===== config.mk =====
export PLATFORM = sky130hd
export DESIGN_NAME = axi_lite_multich_soc
export DESIGN_NICKNAME = d
export VERILOG_FILES = /design/src/rtl/axi_lite_multich_soc.sv
export SDC_FILE = /design/constraint.sdc
export NUM_CORES = 1
export LEC_CHECK = 0
export ABC_CLOCK_PERIOD_IN_PS = 4300
export BUFFER_PORTS_ARGS = -buffer_cell sky130_fd_sc_hd__buf_2
export CAP_MARGIN = 20
export CELL_PAD_IN_SITES_DETAIL_PLACEMENT = 1
export CELL_PAD_IN_SITES_GLOBAL_PLACEMENT = 2
export CORE_AREA = 8 8 237 239
export CTS_BUF_LIST = sky130_fd_sc_hd__clkbuf_2
export CTS_CLUSTER_SIZE = 16
export DETAILED_ROUTE_END_ITERATION = 7
export DIE_AREA = 0 0 245 247
export PLACE_DENSITY = 0.86
export SYNTH_ARGS = -nofsm -noshare
export SYNTH_HDL_FRONTEND = slang
export SYNTH_SLANG_ARGS = --single-unit
export TNS_END_PERCENT = 30

===== constraint.sdc =====
create_clock -name ACLK -period 4.3 [get_ports ACLK]
set_clock_uncertainty 0.05 [all_clocks]
set_input_delay 0.43 -clock ACLK [delete_from_list [all_inputs] [get_ports ACLK]]
set_output_delay 0.43 -clock ACLK [all_outputs]
set_load 0.01 [all_outputs]

===== src/rtl/axi_lite_multich_soc.sv =====
// AXI-Lite register front end for NUM_CH fixed-latency "operand + 1" compute channels,
// with sticky W1C DONE/OVERRUN flags, per-channel interrupt enables and a registered IRQ.
module axi_lite_multich_soc #(
   parameter int unsigned ADDR_WIDTH = 32,
   parameter int unsigned DATA_WIDTH = 32,
   parameter int unsigned NUM_CH     = 4,
   parameter int unsigned LATENCY    = 4
) (
   input  logic                  ACLK,
   input  logic                  ARESET,
   input  logic                  AWVALID,
   output logic                  AWREADY,
   input  logic [ADDR_WIDTH-1:0] AWADDR,
   input  logic                  WVALID,
   output logic                  WREADY,
   input  logic [DATA_WIDTH-1:0] WDATA,
   output logic                  BVALID,
   input  logic                  BREADY,
   output logic [1:0]            BRESP,
   input  logic                  ARVALID,
   output logic                  ARREADY,
   input  logic [ADDR_WIDTH-1:0] ARADDR,
   output logic                  RVALID,
   input  logic                  RREADY,
   output logic [DATA_WIDTH-1:0] RDATA,
   output logic [1:0]            RRESP,
   output logic                  IRQ
);
   localparam logic [1:0]            RespOkay   = 2'b00;
   localparam logic [1:0]            RespSlverr = 2'b10;
   localparam logic [7:0]            NumCh8     = 8'(NUM_CH);
   localparam logic [7:0]            Lat8       = 8'(LATENCY);
   localparam logic [4:0]            Lat5       = 5'(LATENCY);
   localparam logic [31:0]           IdValue    = {16'h5343, Lat8, NumCh8};
   localparam logic [DATA_WIDTH-1:0] DataOne    = {{(DATA_WIDTH-1){1'b0}}, 1'b1};

   typedef enum logic {StIdle, StRun} ch_state_e;

   ch_state_e             state_q    [NUM_CH];
   logic [4:0]            cnt_q      [NUM_CH];
   logic [DATA_WIDTH-1:0] data_in_q  [NUM_CH];
   logic [DATA_WIDTH-1:0] operand_q  [NUM_CH];
   logic [DATA_WIDTH-1:0] data_out_q [NUM_CH];
   logic [NUM_CH-1:0]     irq_en_q, done_q, ovr_q;

   logic                  bvalid_q, rvalid_q, irq_q;
   logic [1:0]            bresp_q, rresp_q;
   logic [DATA_WIDTH-1:0] rdata_q;

   logic [7:0]            wr_win, rd_win;
   logic [1:0]            wr_reg, rd_reg;
   logic                  wr_hs, rd_hs, wr_err, rd_err;
   logic [NUM_CH-1:0]     wr_sel, busy, finish, irq_vec;
   logic [DATA_WIDTH-1:0] rd_data;
   logic                  unused_bits;

   assign wr_win      = AWADDR[11:4];
   assign wr_reg      = AWADDR[3:2];
   assign rd_win      = ARADDR[11:4];
   assign rd_reg      = ARADDR[3:2];
   assign wr_hs       = AWVALID & WVALID & ~bvalid_q & ~ARESET;
   assign rd_hs       = ARVALID & ~rvalid_q & ~ARESET;
   // Only CTRL, DATA_IN and STATUS of a present channel are writable.
   assign wr_err      = (wr_win >= NumCh8) || (wr_reg == 2'd3);
   assign irq_vec     = done_q & irq_en_q;
   assign unused_bits = ^{AWADDR, ARADDR, WDATA};

   assign AWREADY = wr_hs;
   assign WREADY  = wr_hs;
   assign ARREADY = rd_hs;
   assign BVALID  = bvalid_q;
   assign BRESP   = bresp_q;
   assign RVALID  = rvalid_q;
   assign RDATA   = rdata_q;
   assign RRESP   = rresp_q;
   assign IRQ     = irq_q;

   always_comb begin
      for (int c = 0; c < NUM_CH; c++) begin
         busy[c]   = (state_q[c] == StRun);
         finish[c] = busy[c] && (cnt_q[c] == 5'd1);
         wr_sel[c] = wr_hs && !wr_err && (wr_win == 8'(c));
      end
   end

   always_comb begin
      rd_data = '0;
      rd_err  = 1'b1;
      for (int c = 0; c < NUM_CH; c++) begin
         if (rd_win == 8'(c)) begin
            rd_err = 1'b0;
            case (rd_reg)
               2'd0:    rd_data[1]   = irq_en_q[c];
               2'd1:    rd_data      = data_in_q[c];
               2'd2:    rd_data[2:0] = {ovr_q[c], done_q[c], busy[c]};
               default: rd_data      = data_out_q[c];
            endcase
         end
      end
      if (ARADDR[11:2] == 10'h040) begin
         rd_err              = 1'b0;
         rd_data[NUM_CH-1:0] = irq_vec;
      end else if (ARADDR[11:2] == 10'h041) begin
         rd_err        = 1'b0;
         rd_data[31:0] = IdValue;
      end
   end

   always_ff @(posedge ACLK) begin
      if (ARESET) begin
         bvalid_q <= 1'b0;
         bresp_q  <= RespOkay;
         rvalid_q <= 1'b0;
         rresp_q  <= RespOkay;
         rdata_q  <= '0;
         irq_q    <= 1'b0;
         irq_en_q <= '0;
         done_q   <= '0;
         ovr_q    <= '0;
         for (int c = 0; c < NUM_CH; c++) begin
            state_q[c]    <= StIdle;
            cnt_q[c]      <= '0;
            data_in_q[c]  <= '0;
            operand_q[c]  <= '0;
            data_out_q[c] <= '0;
         end
      end else begin
         if (wr_hs) begin
            bvalid_q <= 1'b1;
            bresp_q  <= wr_err ? RespSlverr : RespOkay;
         end else if (BREADY) begin
            bvalid_q <= 1'b0;
         end

         if (rd_hs) begin
            rvalid_q <= 1'b1;
            rdata_q  <= rd_data;
            rresp_q  <= rd_err ? RespSlverr : RespOkay;
         end else if (RREADY) begin
            rvalid_q <= 1'b0;
         end

         irq_q <= |irq_vec;

         for (int c = 0; c < NUM_CH; c++) begin
            if (busy[c]) cnt_q[c] <= cnt_q[c] - 5'd1;
            if (finish[c]) begin
               state_q[c]    <= StIdle;
               data_out_q[c] <= operand_q[c] + DataOne;
            end
            if (wr_sel[c]) begin
               case (wr_reg)
                  2'd0: begin
                     irq_en_q[c] <= WDATA[1];
                     if (WDATA[0] && !busy[c]) begin
                        state_q[c]   <= StRun;
                        cnt_q[c]     <= Lat5;
                        operand_q[c] <= data_in_q[c];
                     end
                  end
                  2'd1: data_in_q[c] <= WDATA;
                  2'd2: begin
                     if (WDATA[1]) done_q[c] <= 1'b0;
                     if (WDATA[2]) ovr_q[c]  <= 1'b0;
                  end
                  default: ;
               endcase
            end
            // Sets come after the W1C clears so a same-edge set wins.
            if (finish[c]) done_q[c] <= 1'b1;
            if (wr_sel[c] && (wr_reg == 2'd0) && WDATA[0] && busy[c]) ovr_q[c] <= 1'b1;
         end
      end
   end

endmodule

==> tab_implementation.tex <==
\begin{tabular}{lr}
\hline
Metric & Value \\
\hline
\multicolumn{2}{l}{\textbf{Run status}} \\
\quad Outcome & finished, final reports clean \\
\multicolumn{2}{l}{\textbf{Setup path}} \\
\quad Critical path class & input pin to register \\
\quad Endpoint required time on the critical path & 5.30 ns \\
\quad Worst path slowest cell & dlygate4sd3\_1 \\
\quad Worst path cell trace & dlygate4sd3\_1 -> buf\_2 -> or2\_2 -> dlygate4sd3\_1 -> nor3\_1 -> dlygate4sd3\_1 -> nand3\_1 -> dlygate4sd3\_1 -> a221oi\_1 -> dlygate4sd3\_1 \\
\quad Worst stage delay on the critical path & 0.70 ns \\
\quad Highest net fanout along the worst path & 6 \\
\quad Nature of the critical path startpoint & input pin \\
\quad Arrival time reported for the critical path endpoint & 4.39 ns \\
\quad Element type at the critical path end & register \\
\quad Most numerous cell on the critical path & dlygate4sd3\_1 \\
\multicolumn{2}{l}{\textbf{Hold path}} \\
\quad Path category of the worst min-delay check & input pin to register \\
\multicolumn{2}{l}{\textbf{Route}} \\
\quad Number of DRC markers in iteration 0 & 1247 \\
\quad Drc violations & 0 \\
\quad TritonRoute pass-1 iters & 5 \\
\quad Final Routed Wirelength & 67.81 mm \\
\quad Wire length per cell after detailed routing & 23.67 um \\
\quad Final antenna-violating net count & 0 \\
\quad Vias post-DR & 16.70k \\
\quad Vias/cell & 5.827 \\
\multicolumn{2}{l}{\textbf{Pwr}} \\
\quad P\_int & 0.006469 W \\
\quad Net switching power of the design & 0.002403 W \\
\quad Leakage Power & 9.374 nW \\
\quad Switching share of total power & 0.2709 \\
\quad Sequential power share & 0.570 \\
\quad Largest voltage drop on the vdd net & 0.2115 mV \\
\quad Clock Power Share & 0.366 \\
\quad Combinational share of power & 0.065 \\
\quad Power Density & 348.9 nW/um2 \\
\multicolumn{2}{l}{\textbf{Final layout}} \\
\quad Ratio of cells with drive above 1 in the final layout & 0.1914 \\
\quad Filler cells & 5548 \\
\quad Final design instance area without fill & 25430 um2 \\
\quad Multi-input gate area in the final layout & 8468 um2 \\
\quad FF+latch area & 13200 um2 \\
\quad Area overhead of the layout relative to synthesis & 14.65\% \\
\quad Post-layout nets & 2182 \\
\multicolumn{2}{l}{\textbf{Synthesis}} \\
\quad Top cell types by occurrence after synthesis & 405 x edfxtp\_1, 269 x and2\_1, 107 x nor2\_1 \\
\quad Share of synthesized area occupied by flip-flops and latches & 0.5952 \\
\quad Biggest area contributors in the synthesized netlist & edfxtp\_1 55\%, and2\_1 7.6\%, dfxtp\_1 4.7\% \\
\quad Total number of yosys warnings & 0 \\
\quad Number of synthesized register bits & 457 \\
\quad Avg Cell Area, Syn & 12.03 um2 \\
\quad Area of the mapped netlist & 22180 um2 \\
\quad Yosys top cell by area & edfxtp\_1 \\
\quad Unique masters post-synth & 63 \\
\quad Fraction of registers with async set or reset after synthesis & 0 \\
\quad Number of enable flip-flop cells after synthesis & 405 \\
\quad Most used flip-flop cell after synthesis & edfxtp\_1 \\
\quad Share of the synthesized area in the top cell type & 0.5483 \\
\quad Leading cell type by number of instances after synthesis & edfxtp\_1 \\
\quad Synthesized netlist cell count & 1844 \\
\multicolumn{2}{l}{\textbf{Place}} \\
\quad GPL Wtd Cong & 0.8858 \\
\quad Placed inst area & 23410 um2 \\
\quad Post-detail-place hpwl & 45.71 mm \\
\quad Count of buffers from port buffering & 98 \\
\multicolumn{2}{l}{\textbf{Global routing}} \\
\quad Overall global routing resource usage & 0.2210 \\
\quad Pin count of the biggest net entering global routing & 65 \\
\quad Sum of overflow across all layers after global routing & 0 \\
\quad Number of global-route vias before repair & 17.37k \\
\quad Wire length of the first global-routing pass & 103.0 mm \\
\quad Antenna violations before repair & 3 \\
\multicolumn{2}{l}{\textbf{Timing}} \\
\quad Slew at the pin closest to its max-slew limit & 1.139 ns \\
\quad Setup violators final & 0 \\
\quad Total count of hold-check failures in the final report & 0 \\
\quad Fraction of the cycle the final worst path needs & 0.7877 \\
\quad Unrepaired setup endpoints after global routing & false \\
\quad Final Max Slew Viols & 0 \\
\quad Highest attainable clock frequency & 295.2 MHz \\
\quad Final critical delay including setup and external delays & 3.387 ns \\
\quad Setup TNS Final & 0 ns \\
\quad Slew margin rel. & 0.2404 \\
\multicolumn{2}{l}{\textbf{Clock network}} \\
\quad Number of sinks on the clock net & 457 \\
\quad Inserted Clock Buffers & 118 \\
\quad Clock Path Buffers & 3 \\
\quad Clock-pin slew on the worst setup and hold paths & 0.10 ns \\
\quad Resized Gates After CTS & 0 \\
\quad CTS tree & yes \\
\quad H-tree lvl count & 3 \\
\quad CTS Root Cell & clkbuf\_2 \\
\quad Clock latency on the worst-skew pair & 1.14 ns \\
\multicolumn{2}{l}{\textbf{Die}} \\
\quad Floorplan row count & 84 \\
\quad Die Outline Area & 60520 um2 \\
\quad Horizontal die dimension & 245 um \\
\quad Floorplan die height & 247 um \\
\quad Area of the core & 52240 um2 \\
\quad Boundary Pins & 145 \\
\quad Initial Utilization & 0.4246 \\
\multicolumn{2}{l}{\textbf{Flow run}} \\
\quad Max capacitance violation total & 0 \\
\hline
\end{tabular}
layer usage:
metal / up-vias / GRT usage / routed length, um
met5: - / 0 / 0
met4: 0 / 0.09306 / 2390
met3: 139 / 0.04391 / 3923
met2: 595 / 0.3701 / 33430
met1: 8547 / 0.2778 / 28060
li1: 7414 / - / -
final cells by class:
cell class	instances	share of cell area
Clock inverter	45	0.01014
Multi-Input combinational cell	1239	0.3330
Inverter	36	0.005314
Clock buffer	181	0.03562
Timing Repair Buffer	215	0.06253
Antenna cell	4	0.0003936
Sequential cell	457	0.5192
Tap cell	688	0.03385
worst max-delay path, delay by kind of cell:
kind                   cells  cell delay [ns]
buffers and inverters      6             3.14
and+or+nand+nor            3             0.57
AOI/OAI and AO/OA          1             0.25
layout by cell type, fill, tap and decap left out, types with 27 or more instances in the layout:
cell type      netlist  layout
edfxtp_1           405     405
or3_1               33      33
buf_2               17      97
a22oi_1             30      30
nand4_1             54      54
xnor2_1             27      27
and2_1             269     269
clkinv_1             0      33
dlygate4sd3_1        0      83
mux2i_1             75      75
a21oi_1             80      80
nand3_1             51      51
xor2_1              31      31
o31ai_1             33      33
buf_4                5      33
nand2_1             91      91
mux2_2              30      30
o21ai_0             74      70
dfxtp_1             52      52
clkbuf_2             1     181
inv_1               36      36
or4_1               40      40
nor2_1             107     102
logic make-up after synthesis:
logic type,after synthesis,synth area share
buffers and inverters,149,0.02708
adder cells (fa/ha/maj),12,0.006769
flip-flops,457,0.5952
multiplexers,126,0.07040
other,1,0.0001691
AO/OA/AOI/OAI,276,0.07790
AND/OR/NAND/NOR,765,0.1996
XOR/XNOR,58,0.02290
registers in the layout, indices dropped and copies added, names as in the netlist, 4 cells and up:
register    cells
data_in_q     128
data_out_q    128
irq_en_q        4
RDATA          32
operand_q     128
done_q          4
cnt_q          20
state_q         4
ovr_q           4
stage by stage:
| stage | worst slack [ns] | cells | utilization | hold slack [ns] | power [W] |
|---|---|---|---|---|---|
| final | 0.9128 | 2865 | 0.4869 | 0.1519 | 0.008873 |
| after global routing | 0.8098 | 2865 | 0.4869 | 0.03755 | 0.009210 |
| after CTS | 0.9666 | 2860 | 0.4864 | 0.008293 | 0.008960 |
| after detailed placement | 1.318 | 2551 | 0.4482 | 0.4222 | 0.005679 |
| after global placement | 1.362 | 2551 | 0.4482 | 0.4196 | 0.005655 |
| after floorplan | 0.3319 | 1845 | - | 0.3949 | 0.005424 |
power groups by stage:
stage          sequential (W)  clock [W]  combinational, W
3_5_place_dp          0.00515          0          0.000527
3_3_place_gp          0.00514          0          0.000513
2_1_floorplan         0.00512          0          0.000306
6_report              0.00505    0.00324          0.000576
5_1_grt               0.00507    0.00352          0.000613
4_1_cts               0.00505    0.00333          0.000575
timing repair:
item / in CTS / in global routing
buffers inserted: 0 / 0
hold endpoints to repair: 180 / 0
hold buffers: 83 / 0
worst paths after layout:
check | slack [ns] | endpoint | from | cells past startpoint
min reg2reg | 0.44 | operand_q[1][12]$_SDFFCE_PN0P_ | data_in_q[1][12]$_SDFFCE_PN0P_ | 1
min | 0.15 | RDATA[11]$_SDFFE_PP0P_ | ARADDR[3] | 5
max | 0.91 | RDATA[2]$_SDFFE_PP0P_ | ARADDR[10] | 10
max reg2reg | 0.97 | operand_q[2][29]$_SDFFCE_PN0P_ | BVALID$_SDFFE_PP0P_ | 7
No activity file was read; power rests on OpenSTA's default activity.
